### src/rtl/fpu_pkg.sv
// Shared FPU types and helpers: binary32 field view, rounding modes, canonical constants
// and operand classification.
package fpu_pkg;

  typedef struct packed {
    logic        sign;
    logic [7:0]  exp;
    logic [22:0] man;
  } fp32_t;

  typedef enum logic {
    RM_RNE = 1'b0,
    RM_RTZ = 1'b1
  } rm_e;

  localparam logic [31:0] FP_QNAN = 32'h7FC00000;
  localparam logic [31:0] FP_INF  = 32'h7F800000;
  localparam logic [31:0] FP_MAXF = 32'h7F7FFFFF;

  typedef struct packed {
    logic zero;
    logic inf;
    logic nan;
    logic snan;
  } fp_class_t;

  // Denormal encodings are classified as zero: the datapath flushes them on input.
  function automatic fp_class_t fp_class(input fp32_t f);
    fp_class_t c;
    c.zero = (f.exp == 8'h00);
    c.inf  = (f.exp == 8'hFF) && (f.man == 23'd0);
    c.nan  = (f.exp == 8'hFF) && (f.man != 23'd0);
    c.snan = c.nan && !f.man[22];
    return c;
  endfunction

endpackage

### src/rtl/fmul_round_pack.sv
// Normalise, round (RNE or RTZ) and pack a 48-bit significand product into binary32,
// flagging overflow and flush-to-zero underflow.
module fmul_round_pack
  import fpu_pkg::*;
(
  input  logic        [47:0] prod,
  input  logic signed [9:0]  exp_in,
  input  logic               sign,
  input  rm_e                rm,
  output logic        [31:0] y,
  output logic               ovf,
  output logic               unf
);

  logic        [22:0] mant;
  logic               guard;
  logic               sticky;
  logic               inc;
  logic        [23:0] mant_r;
  logic signed [9:0]  exp_n;
  logic signed [9:0]  exp_r;

  always_comb begin
    mant   = 23'd0;
    guard  = 1'b0;
    sticky = 1'b0;
    inc    = 1'b0;
    mant_r = 24'd0;
    exp_n  = exp_in;
    exp_r  = exp_in;
    ovf    = 1'b0;
    unf    = 1'b0;
    y      = 32'd0;

    // Both significands carry a hidden one, so the product leads at bit 47 or 46.
    if (prod[47]) begin
      mant   = prod[46:24];
      guard  = prod[23];
      sticky = |prod[22:0];
      exp_n  = exp_in + 10'sd1;
    end else begin
      mant   = prod[45:23];
      guard  = prod[22];
      sticky = |prod[21:0];
      exp_n  = exp_in;
    end

    inc    = (rm == RM_RNE) && guard && (sticky || mant[0]);
    mant_r = {1'b0, mant} + {23'd0, inc};
    exp_r  = exp_n + (mant_r[23] ? 10'sd1 : 10'sd0);

    ovf = (exp_r >= 10'sd255);
    unf = !ovf && (exp_r <= 10'sd0);

    if (ovf) begin
      y = (rm == RM_RTZ) ? {sign, FP_MAXF[30:0]} : {sign, FP_INF[30:0]};
    end else if (unf) begin
      y = {sign, 31'd0};
    end else begin
      y = {sign, exp_r[7:0], mant_r[22:0]};
    end
  end

endmodule

### src/rtl/fmul_pipe.sv
// Elastic binary32 multiplier: classify and multiply into stage 1, optional retiming
// registers, then round/pack into the output register. One global stall freezes all stages.
module fmul_pipe
  import fpu_pkg::*;
#(
  parameter int NSTAGE = 2,
  parameter int TAG_W  = 5
) (
  input  logic             clk,
  input  logic             rst,
  input  logic             in_valid,
  output logic             in_ready,
  input  logic [31:0]      x1,
  input  logic [31:0]      x2,
  input  logic             rm,
  input  logic             flag_in,
  input  logic [TAG_W-1:0] tag_in,
  output logic             out_valid,
  input  logic             out_ready,
  output logic [31:0]      y,
  output logic [2:0]       exc,
  output logic             flag_out,
  output logic [TAG_W-1:0] tag_out
);

  localparam int NMID = NSTAGE - 1;

  // Handshake: an op moves from in_* into the pipe when in_valid && in_ready, and the
  // result on out_* is consumed when out_valid && out_ready. in_ready depends only on
  // registered out_valid and the consumer's out_ready, never on in_valid.
  typedef struct packed {
    logic             valid;
    logic             flag;
    logic [TAG_W-1:0] tag;
    logic             sign;
    logic             rm;
    logic             spec;
    logic [31:0]      spec_y;
    logic             spec_nv;
    logic [47:0]      prod;
    logic [9:0]       exp;
  } mid_t;

  fp32_t     a;
  fp32_t     b;
  fp_class_t ca;
  fp_class_t cb;
  mid_t      mid_d;
  mid_t      mid_last;
  logic      stall;
  logic      advance;

  logic             out_valid_q, out_valid_d;
  logic [31:0]      y_q, y_d;
  logic [2:0]       exc_q, exc_d;
  logic             flag_q, flag_d;
  logic [TAG_W-1:0] tag_q, tag_d;

  logic [31:0] rp_y;
  logic        rp_ovf;
  logic        rp_unf;

  assign stall    = out_valid_q & ~out_ready;
  assign advance  = ~stall;
  assign in_ready = advance;

  assign a = x1;
  assign b = x2;

  always_comb begin
    ca    = fp_class(a);
    cb    = fp_class(b);
    mid_d = '0;

    mid_d.valid = in_valid;
    mid_d.flag  = flag_in;
    mid_d.tag   = tag_in;
    mid_d.sign  = a.sign ^ b.sign;
    mid_d.rm    = rm;
    mid_d.prod  = 48'({1'b1, a.man}) * 48'({1'b1, b.man});
    mid_d.exp   = {2'b00, a.exp} + {2'b00, b.exp} - 10'd127;

    if (ca.nan || cb.nan) begin
      mid_d.spec    = 1'b1;
      mid_d.spec_y  = FP_QNAN;
      mid_d.spec_nv = ca.snan || cb.snan;
    end else if ((ca.inf && cb.zero) || (ca.zero && cb.inf)) begin
      mid_d.spec    = 1'b1;
      mid_d.spec_y  = FP_QNAN;
      mid_d.spec_nv = 1'b1;
    end else if (ca.inf || cb.inf) begin
      mid_d.spec   = 1'b1;
      mid_d.spec_y = {mid_d.sign, FP_INF[30:0]};
    end else if (ca.zero || cb.zero) begin
      mid_d.spec   = 1'b1;
      mid_d.spec_y = {mid_d.sign, 31'd0};
    end
  end

  generate
    if (NMID == 0) begin : g_comb
      assign mid_last = mid_d;
    end else begin : g_mid
      mid_t mid_q [NMID];

      // Extra stages are plain copies of the product record for retiming.
      always_ff @(posedge clk or posedge rst) begin
        if (rst) begin
          for (int i = 0; i < NMID; i++) mid_q[i] <= '0;
        end else if (advance) begin
          mid_q[0] <= mid_d;
          for (int i = 1; i < NMID; i++) mid_q[i] <= mid_q[i-1];
        end
      end

      assign mid_last = mid_q[NMID-1];
    end
  endgenerate

  fmul_round_pack u_round_pack (
    .prod   (mid_last.prod),
    .exp_in (signed'(mid_last.exp)),
    .sign   (mid_last.sign),
    .rm     (rm_e'(mid_last.rm)),
    .y      (rp_y),
    .ovf    (rp_ovf),
    .unf    (rp_unf)
  );

  always_comb begin
    out_valid_d = mid_last.valid;
    flag_d      = mid_last.flag;
    tag_d       = mid_last.tag;
    y_d         = rp_y;
    exc_d       = {1'b0, rp_ovf, rp_unf};
    if (mid_last.spec) begin
      y_d   = mid_last.spec_y;
      exc_d = {mid_last.spec_nv, 2'b00};
    end
  end

  always_ff @(posedge clk or posedge rst) begin
    if (rst) begin
      out_valid_q <= 1'b0;
      y_q         <= 32'd0;
      exc_q       <= 3'd0;
      flag_q      <= 1'b0;
      tag_q       <= '0;
    end else if (advance) begin
      out_valid_q <= out_valid_d;
      y_q         <= y_d;
      exc_q       <= exc_d;
      flag_q      <= flag_d;
      tag_q       <= tag_d;
    end
  end

  assign out_valid = out_valid_q;
  assign y         = y_q;
  assign exc       = exc_q;
  assign flag_out  = flag_q;
  assign tag_out   = tag_q;

endmodule

### config.mk
export PLATFORM = sky130hd
export DESIGN_NAME = fmul_pipe
export DESIGN_NICKNAME = d
export VERILOG_FILES = /design/src/rtl/fpu_pkg.sv /design/src/rtl/fmul_round_pack.sv /design/src/rtl/fmul_pipe.sv
export SDC_FILE = /design/constraint.sdc
export NUM_CORES = 2
export LEC_CHECK = 0
export BUFFER_PORTS_ARGS = -buffer_cell sky130_fd_sc_hd__buf_4
export CELL_PAD_IN_SITES_DETAIL_PLACEMENT = 1
export CELL_PAD_IN_SITES_GLOBAL_PLACEMENT = 2
export CORE_MARGIN = 2
export CORE_UTILIZATION = 40
export DETAILED_ROUTE_END_ITERATION = 7
export GPL_TIMING_DRIVEN = 0
export PLACE_DENSITY_LB_ADDON = 0.12
export SLEW_MARGIN = 20
export SYNTH_ARGS = -nofsm -noshare
export SYNTH_HDL_FRONTEND = slang
export SYNTH_HIERARCHICAL = 1
export SYNTH_SLANG_ARGS = --single-unit
### constraint.sdc
create_clock -name clk -period 11.2 [get_ports clk]
set_clock_uncertainty 0.15 [all_clocks]
set_input_delay 2.24 -clock clk [delete_from_list [all_inputs] [get_ports clk]]
set_output_delay 2.24 -clock clk [all_outputs]
set_load 0.02 [all_outputs]
[Word level (Yosys, flattened, before mapping)]
Index checks and enable logic that the tools add are counted.
Word-level totals
  register bits: 143
Cells by class
  add/sub/neg operators: 5
  $mul: 1
  $lt $le $gt $ge: 2
  equal/unequal tests: 2
  mux-type cells: 15
  bitwise operators: 5
  reductions and logical operators: 28
Operators by type and width (count)
  $mux 33: 3
  $mux 31: 2
  $mul 24x24->48: 1
  $logic_not 23->1: 2
  $reduce_bool 23->1: 2
  $mux 34: 1
  $mux 32: 1
  $add 23x1->24: 1
  $mux 24: 1
  $mux 23: 1
  $reduce_or 23->1: 1
  $reduce_or 22->1: 1
  $eq 8x8->1 const B: 2
  $logic_not 8->1: 2
  $logic_and 1x1->1: 11
  $add 10x10->10: 1
  $add 10x2->10 const B: 1
  $ge 10x9->1 const B: 1
  $le 10x1->1 const B: 1
  $mux 10: 1
  $sub 9x7->10 const B: 1
  $add 8x8->9: 1
  $logic_or 1x1->1: 6
  $mux 1: 4
  5 further kinds: 9

[Depth between registers and ports, before layout]
  depth in word-level cells: 13
  gate-level depth with buffers: 27

[Modules after synthesis]
Netlist, hierarchy kept.
By module, submodules not included
  fmul_pipe: times used 1, cells an instance 2696, area an instance 23655.2 um2, sequential area each 2852.7 um2
  fmul_round_pack: times used 1, cells an instance 296, area an instance 2112.0 um2, sequential area each 0.0 um2

[Least setup slack after synthesis]
OpenSTA, ideal clock, no wires.
  path type: input-to-reg
  start: in x2[12]
  end: reg g_mid.mid_q[51] in the netlist's numbering
  setup time: 0.137 ns
  arrival: 8.335 ns
  required time: 10.913 ns
  path slack: 2.578 ns
  stages on the path: 25
  path buffers: 3
  cells stage by stage: clkbuf_1 -> clkbuf_1 -> nand2_1 -> fa_1 -> inv_1 -> fa_1 -> inv_1 -> fa_1 -> inv_1 -> fa_1 -> fa_1 -> fa_1 -> inv_1 -> fa_1 -> inv_1 -> ha_1 -> clkbuf_1 -> and4_1 -> nand3_1 -> or3_1 -> nand3_1 -> a31oi_1 -> o311a_1 -> xnor2_1 -> a21oi_1
Between the ends
  longest elaborated chain between the ends: 1
RTL lines
  start: declaration: line fmul_pipe.sv:14  | input logic [31:0] x2,
  $mul 24x24->48: line fmul_pipe.sv:80  | mid_d.prod = 48'({1'b1, a.man}) * 48'({1'b1, b.man});
  end: declaration: line fmul_pipe.sv:104  | mid_t mid_q [NMID];
Every way passes these cells.
A chain may end at the register's enable or synchronous reset.

[Worst setup path in the final report]
  start: in x1[22]
  end: reg g_mid.mid_q[51] in the netlist's numbering
Between the ends
  longest elaborated chain between the ends: 1
RTL lines
  start: declaration: line fmul_pipe.sv:13  | input logic [31:0] x1,
  $mul 24x24->48: line fmul_pipe.sv:80
Every way passes these cells.

==> results by group <==
Timing
  • Final Hold Fails: 0
  • Final count of pins violating max slew: 0
  • Worst-Margin Slew: 1090 ps
  • RSZ-0062 raised after global routing: no
  • Setup TNS: 0 ps
  • Crit path time final: 10220 ps
  • Final Cycle Share: 0.912
  • Hold_ws: 314 ps
  • Achievable Freq: 97.9 MHz
  • # setup viols final: 0
  • Worst relative slew slack: 0.271

Clock tree
  • Worst skew pair latency: 440 ps
  • CTS Buffer Depth: 2
  • Clock slew at reported path FFs: 50 ps
  • Clock buffer count from CTS: 17
  • Post-CTS sizing: 0
  • CTS root buf: clkbuf_16
  • Hold-fix buffers at CTS: 0
  • TritonCTS Sinks: 114
  • Post-CTS Setup Repair Bufs: 0
  • Number of H-tree levels: 4
  • CTS tree: yes

Min path
  • Worst hold path class: reg -> reg

Global routing
  • GR Util All Layers: 0.296
  • Grt ovf: 0
  • First-pass GRT wire length: 146000 um
  • Initial antenna violation count: 3
  • Largest net degree at the start of global routing: 65
  • Vias in the first global route: 23500

Worst setup path
  • Slowest stage cell, crit path: clkbuf_1
  • Reg2Reg Depth: 16
  • CP Launch Point: x1[22]
  • Worst setup EP type: register
  • Critical Path Most Common Cell: fa_1
  • Crit start category: primary input
  • Worst reg2reg setup slack: 5820 ps
  • Critical path type: in -> reg
  • Required @ worst endpoint: 11340 ps
  • R2r endpoint: y[22]
  • Critical path data arrival time: 10360 ps
  • Slowest stage delay, CP: 830 ps
  • Critical R2R Launch: g_mid.mid_q[92]
  • Crit path to: g_mid.mid_q[51]
  • Crit-path max FO: 10

Die
  • Die height: 258 um
  • Die width: 258 um
  • FP Rows: 93
  • Initial core utilization: 0.402
  • IO Count: 118
  • Die area: 66500 um2
  • CORE AREA: 64100 um2

Routing
  • DR DRC count: 0
  • DRT Pass-1 Iters: 5
  • DR iter-0 viols: 1134
  • Wire per inst: 23.8 um
  • Routed vias: 21000
  • Routed WL: 95300 um
  • Post-route ant nets: 0
  • DR vias/cell: 5.24

Synth
  • Yosys top cell by area: fa_1
  • Net Count, Synth: 3742
  • Register area share after synthesis: 0.111
  • Netlist cell types: 81
  • Cells after Synth: 2992
  • Synth Register Bits: 114
  • Asr flop ratio synth: 1.00
  • Top area cells in the synthesized netlist: fa_1 (38%), dfrtp_1 (11%), ha_1 (9.3%), inv_1 (8.7%), nand2_1 (6.7%)
  • Avg Cell Area, Syn: 8.61 um2
  • Yosys synthesis warning count: 6
  • Netlist Area Pre-Place: 25800 um2
  • Post-synth top flop: dfrtp_1
  • Yosys top cell area share: 0.375
  • Number of synthesized flops with an enable pin: 0

Layout
  • Final instance area: 28300 um2
  • Area Growth Syn to Fin: 9.70%
  • Fraction of layout cells with a size suffix above 1: 0.0656
  • Filler cells: 7679
  • Commonest non-fill, non-tap cell in the layout: inv_1
  • Most frequent cells in the layout: inv_1 (596), fa_1 (483), nand2_1 (458), and2_1 (243), ha_1 (192)
  • Nets: 3877

Place
  • IO buf count: 115
  • Post-DP HPWL: 79900 um
  • Final GP Congestion: 0.969
  • Area post-placement: 27700 um2

Status
  • Status: finished, final reports clean

Flow run
  • Max cap viols: 0
## worst min path at each step
stage | start | to | cells past startpoint
6_report | y[9] | y[9] | 2
5_1_grt | g_mid.mid_q[11] | g_mid.mid_q[11] | 2
4_1_cts | y[1] | y[1] | 2
3_5_place_dp | y[1] | y[1] | 2
3_3_place_gp | tag_d[2] | tag_d[2] | 2
2_1_floorplan | out_valid_d | out_valid_d | 2
## cells in the mapped netlist (6+ instances only)
master,n
nor3_1,17
inv_1,597
and3_1,15
o211ai_1,6
nand2_1,458
xnor2_1,60
xor2_1,36
nand4_1,25
a31oi_1,13
mux2_2,6
nand2b_1,7
o31ai_1,26
a211oi_1,9
nor4_1,23
o21bai_1,14
buf_4,6
o21ai_1,6
clkbuf_1,131
mux2i_1,20
buf_2,15
o21ai_0,48
fa_1,483
ha_1,192
a21oi_1,116
and2_1,243
dfrtp_1,114
nand3_1,60
nor2_1,132
a21o_1,17
## metrics by stage
| step | cells | worst slack (ps) | util |
|---|---|---|---|
| after CTS | 3995 | 1040 | 0.441 |
| after global routing | 3995 | 483 | 0.441 |
| after global placement | 3962 | 641 | 0.432 |
| after floorplan | 2992 | 2580 | - |
| after detailed placement | 3963 | 601 | 0.433 |
| final | 3996 | 985 | 0.441 |
## kinds of logic after synthesis
logic type                 after synthesis  share of synthesized area
AOI/OAI and AO/OA                      297                     0.0724
xor gates and xnor gates                98                     0.0339
adders and majority gates              675                      0.468
buffers and inverters                  760                      0.113
DFF                                    114                      0.111
muxes                                   26                     0.0104
and+or+nand+nor                       1022                      0.192
## sequential cells by signal, summed over array words and instances, names as in the netlist
register     count
out_valid_d      1
exc              3
out_valid        1
tag_out          5
tag_d            5
flag_d           1
g_mid.mid_q     65
flag_out         1
y               32
## per-layer routing
| metal | wire length (um) | vias up | global-route usage |
|---|---|---|---|
| met5 | 0 | - | 0 |
| met4 | 4870 | 0 | 0.138 |
| met3 | 4040 | 147 | 0.0274 |
| met2 | 46300 | 580 | 0.513 |
| met1 | 40100 | 10800 | 0.375 |
| li1 | - | 9427 | - |
## worst max-delay path: cells and delay by family
kind	cells	cell delay [ps]
simple gates	5	1190
compound gates	3	660
fa+ha+maj	8	3830
xor+xnor	1	250
buf+inv	9	2190
## cell type report
cell class,instances,area (um2),area share
clock buffer,19,443,0.0157
inverter,602,2260,0.0801
multi-input combinational,2118,20000,0.708
antenna,1,2.50,0.0000885
clock inverter,13,88.8,0.00314
sequential,114,2850,0.101
tap,855,1070,0.0378
buffer,158,643,0.0228
timing repair buffer,116,891,0.0315
Power is not shown: default switching activity piles up to over one toggle a cycle in this logic, so the estimate is an artifact.
